## src/rtl/int2float_pkg.sv

```systemverilog
// int2float_pkg: shared state enum, fp16 field widths and the packed fp16 result type.
package int2float_pkg;
    localparam int INT_W   = 16;
    localparam int EXP_W   = 5;
    localparam int MAN_W   = 10;
    localparam int FP_BIAS = 15;
    localparam logic [EXP_W-1:0] EXP_TOP = EXP_W'(2 * FP_BIAS);

    typedef enum logic [3:0] {
        IDLE, RD_HI, RD_LO, ABS, NORM, ROUND, WR_HI, WR_LO, DONE
    } i2f_state_t;

    typedef struct packed {
        logic             sign;
        logic [EXP_W-1:0] exp;
        logic [MAN_W-1:0] man;
    } fp16_t;
endpackage

```

## src/rtl/int2float_engine_fp_round.sv

```systemverilog
// fp_round: mantissa extraction from a normalized magnitude; rounds to nearest even
// when INT2FLOAT_ROUND_EN is defined, otherwise truncates.
module fp_round
    import int2float_pkg::*;
(
    input  logic [INT_W-1:0] i_mag,
    input  logic [EXP_W-1:0] i_exp,
    output logic [MAN_W-1:0] o_man,
    output logic [EXP_W-1:0] o_exp
);
    logic           w_inc;
    logic           w_unused;
    logic [MAN_W:0] w_sum;
`ifdef INT2FLOAT_ROUND_EN
    assign w_inc    = i_mag[4] & ((|i_mag[3:0]) | i_mag[5]);
    assign w_unused = i_mag[INT_W-1];
`else
    assign w_inc    = 1'b0;
    assign w_unused = ^{i_mag[INT_W-1], i_mag[4:0]};
`endif
    // A carry out of the mantissa renormalizes by bumping the exponent; the field wraps to 0.
    assign w_sum = {1'b0, i_mag[14:5]} + {{MAN_W{1'b0}}, w_inc};
    assign o_man = w_sum[MAN_W-1:0];
    assign o_exp = i_exp + {{(EXP_W-1){1'b0}}, w_sum[MAN_W]};
endmodule

```

## src/rtl/int2float_engine.sv

```systemverilog
// int2float_engine: reads a 16-bit integer from data_mem, normalizes it serially and writes back fp16.
// Rounding mode selected by INT2FLOAT_ROUND_EN (see fp_round).
module int2float_engine
    import int2float_pkg::*;
#(
    parameter logic [7:0] SRC_ADDR = 8'd0,
    parameter logic [7:0] DST_ADDR = 8'd2
) (
    input  logic       clk,
    input  logic       reset,
    input  logic       start,
    input  logic [7:0] mem_rdata,
    output logic [7:0] mem_addr,
    output logic       mem_read,
    output logic       mem_write,
    output logic [7:0] mem_wdata,
    output logic       busy,
    output logic       done
);
    i2f_state_t       r_state;
    logic [7:0]       r_int_hi;
    logic [7:0]       r_int_lo;
    logic             r_sign;
    logic [INT_W-1:0] r_mag;
    logic [EXP_W-1:0] r_exp;
    fp16_t            r_result;
    logic [INT_W-1:0] w_int;
    logic [INT_W-1:0] w_abs;
    logic [MAN_W-1:0] w_man;
    logic [EXP_W-1:0] w_exp;

    assign w_int = {r_int_hi, r_int_lo};
    // 0x8000 negates to itself, which read as unsigned is the required 32768.
    assign w_abs = w_int[INT_W-1] ? -w_int : w_int;

    fp_round u_round (
        .i_mag (r_mag),
        .i_exp (r_exp),
        .o_man (w_man),
        .o_exp (w_exp)
    );

    always_ff @(posedge clk or negedge reset) begin
        if (!reset) begin
            r_state  <= IDLE;
            r_int_hi <= '0;
            r_int_lo <= '0;
            r_sign   <= 1'b0;
            r_mag    <= '0;
            r_exp    <= '0;
            r_result <= '0;
        end else begin
            case (r_state)
                IDLE, DONE: r_state <= start ? RD_HI : r_state;
                RD_HI: begin
                    r_int_hi <= mem_rdata;
                    r_state  <= RD_LO;
                end
                RD_LO: begin
                    r_int_lo <= mem_rdata;
                    r_state  <= ABS;
                end
                ABS: begin
                    r_sign   <= w_int[INT_W-1];
                    r_mag    <= w_abs;
                    r_exp    <= EXP_TOP;
                    r_result <= '0;
                    r_state  <= (w_abs == '0) ? WR_HI : NORM;
                end
                NORM: begin
                    if (r_mag[INT_W-1]) begin
                        r_state <= ROUND;
                    end else begin
                        r_mag <= r_mag << 1;
                        r_exp <= r_exp - 1'b1;
                    end
                end
                ROUND: begin
                    r_result <= '{sign: r_sign, exp: w_exp, man: w_man};
                    r_state  <= WR_HI;
                end
                WR_HI:   r_state <= WR_LO;
                WR_LO:   r_state <= DONE;
                default: r_state <= IDLE;
            endcase
        end
    end

    always_comb begin
        mem_read  = (r_state == RD_HI) || (r_state == RD_LO);
        mem_write = (r_state == WR_HI) || (r_state == WR_LO);
        mem_addr  = (r_state == RD_HI) ? SRC_ADDR :
                    (r_state == RD_LO) ? SRC_ADDR + 8'd1 :
                    (r_state == WR_HI) ? DST_ADDR :
                    (r_state == WR_LO) ? DST_ADDR + 8'd1 : 8'd0;
        mem_wdata = (r_state == WR_HI) ? r_result[15:8] :
                    (r_state == WR_LO) ? r_result[7:0] : 8'd0;
        busy      = (r_state != IDLE) && (r_state != DONE);
        done      = (r_state == DONE);
    end
endmodule

```

## config.mk

```make
export PLATFORM = sky130hd
export DESIGN_NAME = int2float_engine
export DESIGN_NICKNAME = d
export VERILOG_FILES = /design/src/rtl/int2float_pkg.sv /design/src/rtl/int2float_engine_fp_round.sv /design/src/rtl/int2float_engine.sv
export SDC_FILE = /design/constraint.sdc
export NUM_CORES = 1
export LEC_CHECK = 0
export ABC_AREA = 0
export BUFFER_PORTS_ARGS = -buffer_cell sky130_fd_sc_hd__buf_2
export CELL_PAD_IN_SITES_DETAIL_PLACEMENT = 0
export CELL_PAD_IN_SITES_GLOBAL_PLACEMENT = 1
export CORE_MARGIN = 1
export CORE_UTILIZATION = 50
export CTS_BUF_LIST = sky130_fd_sc_hd__clkbuf_16
export DETAILED_ROUTE_END_ITERATION = 10
export MAX_ROUTING_LAYER = met4
export PLACE_DENSITY = 0.95
export SYNTH_ARGS = -nofsm -noshare
export SYNTH_HDL_FRONTEND = slang
export SYNTH_SLANG_ARGS = --single-unit
```

## constraint.sdc

```tcl
create_clock -name clk -period 5.2 [get_ports clk]
set_input_delay 0.26 -clock clk [delete_from_list [all_inputs] [get_ports clk]]
set_output_delay 0.26 -clock clk [all_outputs]
set_load 0.01 [all_outputs]
```

==> flow_metrics.env <==
export IMPL_fin_worst_skew_ns=0.00426
export IMPL_initial_core_util_pct=52.1
export IMPL_yosys_area_share_simple_pct=15.7
export IMPL_setup_ws_ns=2.44
export IMPL_cts_tree="yes"
export IMPL_antenna_found_initial=0
export IMPL_yosysWarnings=0
export IMPL_ys_top_cells_by_area="dfrtp_1, mux2_2, a22o_1"
export IMPL_nNetsFinal=330
export IMPL_post_route_period_util_pct=53.1
export IMPL_dieArea_mm2=0.00648
export IMPL_status="finished clean"
export IMPL_coreArea_mm2=0.00592
export IMPL_hpwl_um=4520
export IMPL_syn_to_final_growth_pct=15.1
export IMPL_post_route_drc_count=0
export IMPL_path_clk_slew_ns=0.05
export IMPL_yosysTopAreaCellShare_pct=47.1
export IMPL_synthMuxAreaShare_pct=8.00
export IMPL_startpoint_type="flop"
export IMPL_synth_compound_area_share_pct=17.8
export IMPL_htreeDepth=3
export IMPL_ys_seq_area_share_pct=47.1
export IMPL_hold_path_class="input port to asynchronous set/reset pin"
export IMPL_cts_sinks=58
export IMPL_syn_inst=304
export IMPL_viasPerCell=5.90
export IMPL_finalSetupViolCount=0
export IMPL_crit_path_end_kind="flop"
export IMPL_drt_initial_drc_count=85
export IMPL_ys_types=59
export IMPL_die_h_um=80.5
export IMPL_synthXorXnorAreaFrac_pct=4.55
export IMPL_fin_util_pct=59.9
export IMPL_grt_pass1_wl_um=10600
export IMPL_synth_top_family_by_area="compound AO/OA/AOI/OAI gates"
export IMPL_synth_fa_ha_area_share_pct=0.812
export IMPL_die_w_um=80.5
export IMPL_yosysMostFrequentCell="dfrtp_1"
export IMPL_clock_latency_ns=0.32
export IMPL_cts_setup_buffers=0
export IMPL_slew_viol_final=0
export IMPL_cts_max_path_buffers=2
export IMPL_grt_pass1_vias=2135
export IMPL_hold_violations=0
export IMPL_port_buffers=24
export IMPL_synth_edf_count=0
export IMPL_overflow=0
export IMPL_p_leak_nw=1.55
export IMPL_yosys_top_cells_count="dfrtp_1, nand2_1, clkbuf_1"
export IMPL_nFillCells=502
export IMPL_finalCriticalPeriod_ns=2.76
export IMPL_async_flop_share_pct=100
export IMPL_pwr_density_cell_mw_per_mm2=709
export IMPL_final_cells=397
export IMPL_grt_max_degree=59
export IMPL_ioPinCount=31
export IMPL_n_antenna_cell=0
export IMPL_synth_area_mm2=0.00308
export IMPL_slew_headroom_pct=28.7
export IMPL_critPathMaxFanout=17
export IMPL_rows=28
export IMPL_multiInputGateArea_mm2=0.00147
export IMPL_drive_gt1_share_pct=20.5
export IMPL_finalSetupTns_ns=0
export IMPL_dp_cells=381
export IMPL_required_ns=5.41
export IMPL_drt_first_pass_iters=4
export IMPL_rsz0062_at_grt="no"
export IMPL_cts_root_buf="clkbuf_16"
export IMPL_drv_cap=0
export IMPL_wire_per_inst_um=16.3
export IMPL_crit_type="flop to flop"
export IMPL_worstPathArrival_ns=2.97
export IMPL_totalWireLength_um=6490
export IMPL_cts_buffers=9
export IMPL_cts_hold_buf=0
export IMPL_seq_area_mm2=0.00145
export IMPL_ctsResizeCount=0
export IMPL_avgSynthCellArea_um2=10.1
export IMPL_track_usage_pct=22.8
export IMPL_worstMarginPinSlew_ns=1.07
export IMPL_place_ws_ns=2.46
export IMPL_fmax_ghz=0.362
export IMPL_yosysTopAreaCell="dfrtp_1"
export IMPL_ant_nets=0
export IMPL_yosys_register_bits=58
export IMPL_vdd_drop_max_mv=0.358
export IMPL_gp_congestion=0.869
export IMPL_vias=2342
export IMPL_synth_ff_type="dfrtp_1"
## layer usage
| layer | wire [um] | GRT usage [%] | up-vias | part of all wire [%] |
|---|---|---|---|---|
| met4 | 103 | 8.93 | 0 | 1.6 |
| met2 | 3190 | 35.5 | 59 | 49 |
| met3 | 318 | 5.00 | 11 | 4.9 |
| li1 | - | - | 1125 | - |
| met5 | 0 | - | - | 0 |
| met1 | 2880 | 29.1 | 1147 | 44 |
## through the flow
| stage | instance area (um^2) | hold WS [ns] | power (W) |
|---|---|---|---|
| 2_1_floorplan | 3100 | -0.0356 | 0.00161 |
| 3_3_place_gp | 3200 | 0.437 | 0.00180 |
| 3_5_place_dp | 3200 | 0.448 | 0.00184 |
| 4_1_cts | 3550 | 0.104 | 0.00252 |
| 5_1_grt | 3550 | 0.146 | 0.00268 |
| 6_report | 3550 | 0.0695 | 0.00251 |
## report_power, final
group | internal (W) | switching [W] | total (W) | leakage, nW
combinational | 0.000433 | 0.000454 | 0.000887 | 0.674
clock | 0.000466 | 0.000207 | 0.000673 | 0.158
sequential | 0.000655 | 0.000299 | 0.000954 | 0.719
## worst max-delay path, stage by stage (launching register included)
cell      delay [ns]
dfrtp_1         0.77
nand2b_1        0.20
nor2_1          0.84
nor2_1          0.51
a22o_1          0.31
## state kept, by name, summed over array words and instances, names as in the netlist
signal and count:
r_state 4, r_int_lo 8, r_exp 5, r_mag 16, r_sign 1, r_result 16, r_int_hi 8
## path summary, 6_finish.rpt
path | start | endpoint | slack (ns) | cells after the start
worst max-delay path | r_state[0] | r_result[3] | 2.44 | 4
worst min-delay path | reset | r_state[2] | 0.07 | 2
worst max register to register | r_state[0] | r_result[3] | 2.44 | 4
worst min register to register | r_result[3] | r_result[3] | 0.50 | 1
max in group asynchronous | reset | r_exp[1] | 4.67 | 2
min in group clk | start | r_state[3] | 0.15 | 2
## cells by family after synthesis
kind of cell,Yosys count
mux,23
other cells,1
flops,58
buf+inv,41
fa+ha+maj,2
xor+xnor,16
compound gates,73
simple gates,90
## placed cells by master (no fill, tap or decap), drive strengths merged, types with 2 or more instances in the layout
master	netlist	routed
nor4	5	5
buf	8	28
bufinv	0	3
a221o	3	3
inv	10	10
or4	2	2
mux2	13	13
xor2	8	8
a2111oi	2	2
mux2i	10	10
o31a	2	2
o31ai	2	2
a22o	16	16
or3	3	3
nand3	5	5
clkinvlp	0	3
nand4b	2	2
o21ai	17	17
ha	2	2
nand2	23	23
a21oi	6	6
clkbuf	23	9
conb	1	6
nand4	2	2
dfrtp	58	58
nor3	11	11
nand3b	2	2
nor2	20	20
o311ai	2	2
xnor2	8	8
or2	2	2
a22oi	11	11
nand2b	4	4
## final cells by class
class,count,area share (%)
Sequential cell,58,40.9
Clock buffer,9,6.35
Tap cell,75,2.65
Inverter,10,1.06
Clock inverter,7,3.32
Timing Repair Buffer,28,4.23
Multi-Input combinational cell,210,41.5
No activity file was read; power rests on OpenSTA's default activity.
